**config.mk**
```make
export PLATFORM = sky130hd
export DESIGN_NAME = mem_arbiter
export DESIGN_NICKNAME = d
export VERILOG_FILES = /design/src/rtl/mem_arbiter_pkg.sv /design/src/rtl/mem_arbiter.sv
export SDC_FILE = /design/constraint.sdc
export NUM_CORES = 1
export LEC_CHECK = 0
export CORE_ASPECT_RATIO = 1.1
export CORE_UTILIZATION = 36
export CTS_BUF_LIST = sky130_fd_sc_hd__clkbuf_16
export DETAILED_ROUTE_END_ITERATION = 10
export GPL_TIMING_DRIVEN = 1
export PLACE_DENSITY = 0.76
export SYNTH_ARGS = -nofsm -noshare
export SYNTH_HDL_FRONTEND = slang
export SYNTH_SLANG_ARGS = --single-unit
```
**constraint.sdc**
```tcl
create_clock -name CLK -period 2.4 [get_ports CLK]
set_clock_uncertainty 0.2 [all_clocks]
set_input_delay 0.48 -clock CLK [delete_from_list [all_inputs] [get_ports CLK]]
set_output_delay 0.48 -clock CLK [all_outputs]
set_load 0.02 [all_outputs]
```
**src/rtl/mem_arbiter_pkg.sv**
```systemverilog
// Shared definitions for the two-port memory arbiter: state encoding and default sizes.
package mem_arbiter_pkg;

    typedef enum logic [1:0] {
        IDLE = 2'd0,
        BUSY = 2'd1,
        DONE = 2'd2
    } state_t;

    localparam int          DEF_DBITS  = 16;
    localparam int          DEF_ABITS  = 12;
    localparam logic [15:0] DEF_ERRVAL = 16'hDEAD;

endpackage

```
**src/rtl/mem_arbiter.sv**
```systemverilog
// Round-robin arbiter sharing one single-port memory between a CPU port (0) and a DMA port (1).
// Latency: request to ACK is two edges; a requester holds its request until ACK (no other backpressure).
module mem_arbiter
    import mem_arbiter_pkg::*;
#(
    parameter int               DBITS  = DEF_DBITS,
    parameter int               ABITS  = DEF_ABITS,
    parameter logic [DBITS-1:0] ERRVAL = DBITS'(DEF_ERRVAL)
) (
    input  logic             CLK,
    input  logic             RESET,
    input  logic             REQ0,
    input  logic             REQ1,
    input  logic             WE0,
    input  logic             WE1,
    input  logic [DBITS-1:0] ADDR0,
    input  logic [DBITS-1:0] ADDR1,
    input  logic [DBITS-1:0] WDATA0,
    input  logic [DBITS-1:0] WDATA1,
    output logic             ACK0,
    output logic             ACK1,
    output logic [DBITS-1:0] RDATA,
    output logic             ERR,
    output logic [ABITS-1:0] MADDR,
    output logic [DBITS-1:0] MDIN,
    output logic             MWE,
    input  logic [DBITS-1:0] MDOUT
);

    state_t           state;
    state_t           state_nxt;
    logic             grant;
    logic             win;
    logic             last_gnt;
    logic             lat_we;
    logic [DBITS-1:1] lat_addr;
    logic [DBITS-1:0] lat_wdata;
    logic [DBITS-1:0] rdata_q;
    logic             mapped;
    logic             unused_addr_lsb;

    // Byte-address bit 0 never reaches the word-addressed memory.
    assign unused_addr_lsb = ADDR0[0] ^ ADDR1[0];

    function automatic logic rr_pick(input logic r0, input logic r1, input logic last);
        if (r0 && r1) begin
            return ~last;
        end
        return r1;
    endfunction

    always_comb begin
        state_nxt = state;
        grant     = 1'b0;
        win       = last_gnt;
        case (state)
            IDLE: begin
                if (REQ0 || REQ1) begin
                    state_nxt = BUSY;
                    grant     = 1'b1;
                    win       = rr_pick(REQ0, REQ1, last_gnt);
                end
            end
            BUSY: state_nxt = DONE;
            DONE: begin
                // Only the port that was not just served may chain straight into a new access.
                if (last_gnt ? REQ0 : REQ1) begin
                    state_nxt = BUSY;
                    grant     = 1'b1;
                    win       = ~last_gnt;
                end else begin
                    state_nxt = IDLE;
                end
            end
            default: state_nxt = IDLE;
        endcase
    end

    always_ff @(posedge CLK or posedge RESET) begin
        if (RESET) begin
            state <= IDLE;
        end else begin
            state <= state_nxt;
        end
    end

    // last_gnt doubles as the in-flight port index while BUSY/DONE.
    always_ff @(posedge CLK or posedge RESET) begin
        if (RESET) begin
            last_gnt  <= 1'b1;
            lat_we    <= 1'b0;
            lat_addr  <= '0;
            lat_wdata <= '0;
            rdata_q   <= '0;
        end else begin
            if (grant) begin
                last_gnt  <= win;
                lat_we    <= win ? WE1 : WE0;
                lat_addr  <= win ? ADDR1[DBITS-1:1] : ADDR0[DBITS-1:1];
                lat_wdata <= win ? WDATA1 : WDATA0;
            end
            if (state == BUSY && !lat_we) begin
                rdata_q <= mapped ? MDOUT : ERRVAL;
            end
        end
    end

    assign mapped = (lat_addr[DBITS-1:ABITS+1] == '0);
    assign MADDR  = lat_addr[ABITS:1];
    assign MDIN   = lat_wdata;
    assign MWE    = (state == BUSY) && lat_we && mapped;
    assign ACK0   = (state == DONE) && !last_gnt;
    assign ACK1   = (state == DONE) && last_gnt;
    assign ERR    = (state == DONE) && !mapped;
    assign RDATA  = rdata_q;

endmodule

```
---- After elaboration in Yosys (flattened, before gate mapping) ----
Index checks and enable logic that the tools add are counted.
cells by class
  mux-type cells .......................... 19
  equality and inequality tests ........... 3
  bitwise logic cells ..................... 1
  reduce and logical (&&, ||, !) cells .... 13
operators by type and width
  operator              count
  $mux W16              2
  $mux W15              1
  $mux W1               12
  $logic_and A1 B1 Y1   7
  $pmux W2 S3           1
  $pmux W1 S2           2
  $logic_not A1 Y1      3
  $logic_not A3 Y1      1
  $eq A2 B1 Y1 const B  1
  $eq A2 B2 Y1 const B  1
  $logic_not A2 Y1      1
  $mux W2               1
  $ne A2 B2 Y1 const B  1
  $logic_or A1 B1 Y1    1
  $not A1 Y1            1
storage, ports and cells
  flip-flop bits (word level) ............. 51
  bits of input ports ..................... 86
  output and inout bits ................... 48

---- Logic depth before layout (Yosys ltp) ----
Gate-level depths: netlist (run 1).
  depth in word-level cells ............... 8
  mapped depth ............................ 6

---- Least setup slack after synthesis (run 1) ----
Ideal clock, no wire load.
  kind .................................... register -> register
  from .................................... register (tool-made name)
  to ...................................... register lat_wdata[1], in the netlist MDIN[1]
  cell stages (with the launch flop) ...... 6
  setup slack ............................. 718 ps
  arrival ................................. 1363 ps
  clock period less this slack ............ 1682 ps
  cell sequence ........................... dfstp_2 nand2_2 o22ai_4 buf_8 mux2i_1 o21ai_2
RTL lines
  item                  line                RTL
  end signal, assigned  mem_arbiter.sv:100  lat_wdata <= win ? WDATA1 : WDATA0;
  end, declared         mem_arbiter.sv:37   logic [DBITS-1:0] lat_wdata;

==> out/results.txt, run 1 <==
vias in the first global route: 1956
MaxCap Viol Count: 0
CTS tree: yes
CTS Sinks: 51
Clk Latency, worst-skew pair: 0.28 ns
count leader, synth: dfrtp_1
Clk pwr share: 15.1%
Initial Utilization: 38.25%
Final Slew Violations: 0
total track usage: 16.53%
final period utilization: 97.96%
Synth Cell Area: 2412 sq um
final net count: 415
fmax: 0.4253 GHz
Most used DFF post-synth: dfrtp_1
Sw Pwr: 1.899 mW
Area growth syn-to-layout: 61.51%
Worst Max-Slew Pin Slew: 0.3655 ns
Synth Instances: 208
antenna cells: 0
static leakage: 1.661 nW
# DRC: 0
crit path kind: register to primary output
largest net degree at the start of global routing: 52
Period minus WS final: 2.351 ns
share of total power in combinational logic: 54.5%
CTS root buf: clkbuf_16
Core ar.: 6306 sq um
number of enable flip-flop cells after synthesis: 0
syn_area_per_cell: 11.60 sq um
Global Route met1 Usage: 18.60%
Cell Pwr Density: 1290 nW/um^2
final core area utilization: 61.79%
CP Data Required Time: 1.72 ns
hold path depth: 2
CP max-delay cell: dfstp_2
Hold Slack: 0.2747 ns
die height: 87.86 um
GRT overflow: 0
min-delay worst type: register to register
# rows: 30
initial antenna violation count: 0
I/O Buffers: 131
GRT busiest layer: met2
CP peak stage delay: 0.60 ns
TritonRoute pass-1 iters: 4
Synth Register Bits: 51
Worst Path Arrival: 1.67 ns
Clock transition at path regs: 0.06 ns
Routed WL: 5.522 mm
sequential area share after synthesis: 52.96%
num ports: 134
status: finished clean
Sequential Power Share: 30.3%
syn nets: 294
share of layout cells above drive strength 1: 11.85%
H-tree lvl count: 2
final hold vios: 0
CTS Buffer Depth: 2
GR met3 Demand/Resource: 5.104%
R2R depth: 5
via count: 1892
largest cells by area after synthesis: dfrtp_1, mux2i_1, o21ai_2, nand2_1, buf_4
Worst Path Max Fanout: 6
final std cells w/o fill: 409
share of the synthesized area in the top cell type: 51.87%
dpl ws: 0.05724 ns
Post-Place Cells: 402
setup ws final: 0.04898 ns
setup TNS: 0 ns
Num CTS Buffers: 5
Distinct cells, synth: 29
Antenna Nets Post-Route: 0
DIE AREA: 7033 sq um
critical-path cell list: and3_2, clkdlybuf4s50_1
maximum VDD drop: 0.6492 mV
Critical Path Sink Type: primary output
first-pass GRT wire length: 8.990 mm
post-synth top area cell: dfrtp_1
sw frac: 37.80%
Die W: 80.05 um
unrepaired setup endpoints after global routing: false
Post-CTS Setup Inserts: 0
DP HPWL: 4.196 mm
internal power: 3.126 mW
Max-slew headroom: 75.41%
Yosys warnings: 0
Async SR Flop Fraction: 100.0%
Setup-failing EPs final: 0
initial drt markers: 34
Final Wtd Congestion: 0.7026
M2 GR Usage: 30.46%
WL per Instance: 13.50 um
Vias/cell: 4.626
most instantiated cells after synthesis: dfrtp_1, nand2_1, mux2i_1, o21ai_2, buf_4
CP startpoint kind: register
power by group through the flow:
stage | logic, mW | registers, mW | clock network (mW)
after floorplan | 1.54 | 1.81 | 0
after global placement | 2.74 | 1.51 | 0
after detailed placement | 2.79 | 1.54 | 0
after CTS | 2.79 | 1.53 | 0.793
after global routing | 2.96 | 1.59 | 0.814
final | 2.74 | 1.53 | 0.761
state kept, by name, summed over array words and instances (netlist names), named ones only:
name	count
lat_addr	15
state	2
MDIN	16
lat_we	1
RDATA	16
per-stage QoR:
step	instance area [sq um]	total power, mW
after global routing	3896	5.358
after CTS	3894	5.119
final	3896	5.025
after detailed placement	3731	4.324
after floorplan	2412	3.357
after global placement	3731	4.254
cells in the final DEF, fill, tap and decap left out, drive strengths merged, types with 2 or more instances in the layout:
cell	instances
and3	2
nand2	35
o22a	11
dfrtp	50
buf	7
nor3	2
a22o	5
mux2i	32
clkdlybuf4s50	129
nor2	3
o21ai	32
clkbuf	5
inv	5
layer usage:
layer,wire length (um),vias up
met5,0,-
met4,21,0
met3,453,2
met2,2906,78
met1,2141,853
li1,-,959
critical path, delay by kind of cell (launching register included):
family        cells  cell delay (ns)
buf+inv           1             0.60
flops             1             0.60
simple gates      1             0.19
final cells by class:
cell class	count	area (sq um)
repair buffers	138	1403
fillers	576	2410
well taps	80	100.1
multi-input cells	129	942.2
clock inverters	2	33.78
clock buffers	5	125.1
inverters	4	15.01
flip-flops and latches	51	1277
cells by family after synthesis:
family          count (synthesis)  share of synthesized area (%)
compound gates                 51                          16.60
buf+inv                        28                          8.921
flops                          51                          52.96
mux                            32                          13.28
simple gates                   46                          8.248
final timing paths:
check	start	end	slack, ns
max	register	ACK1	0.05
min	MDIN[0]	MDIN[0]	0.27
max reg2reg	register	lat_addr[14]	0.62
min reg2reg	MDIN[0]	MDIN[0]	0.27
max in group asynchronous	RESET	asynchronous set/reset pin	1.34
min in group asynchronous	RESET	RDATA[0]	0.37
what timing repair did:
item / CTS / global route
resized for setup: 2 / 1
endpoints found under the setup margin: 1 / 1
pin swaps: 0 / 0
hold buffers: 0 / 0
Note: power is estimated with default switching activity, not from simulation.
==> run 2: changes to the inputs <==
--- a/config.mk
+++ b/config.mk
@@ -9,7 +9,6 @@
 export CORE_UTILIZATION = 36
 export CTS_BUF_LIST = sky130_fd_sc_hd__clkbuf_16
 export DETAILED_ROUTE_END_ITERATION = 10
-export GPL_TIMING_DRIVEN = 1
 export PLACE_DENSITY = 0.76
 export SYNTH_ARGS = -nofsm -noshare
 export SYNTH_HDL_FRONTEND = slang
==> results of run 2 <==
No change in the layout: final DEF, timing and power equal those of run 1.
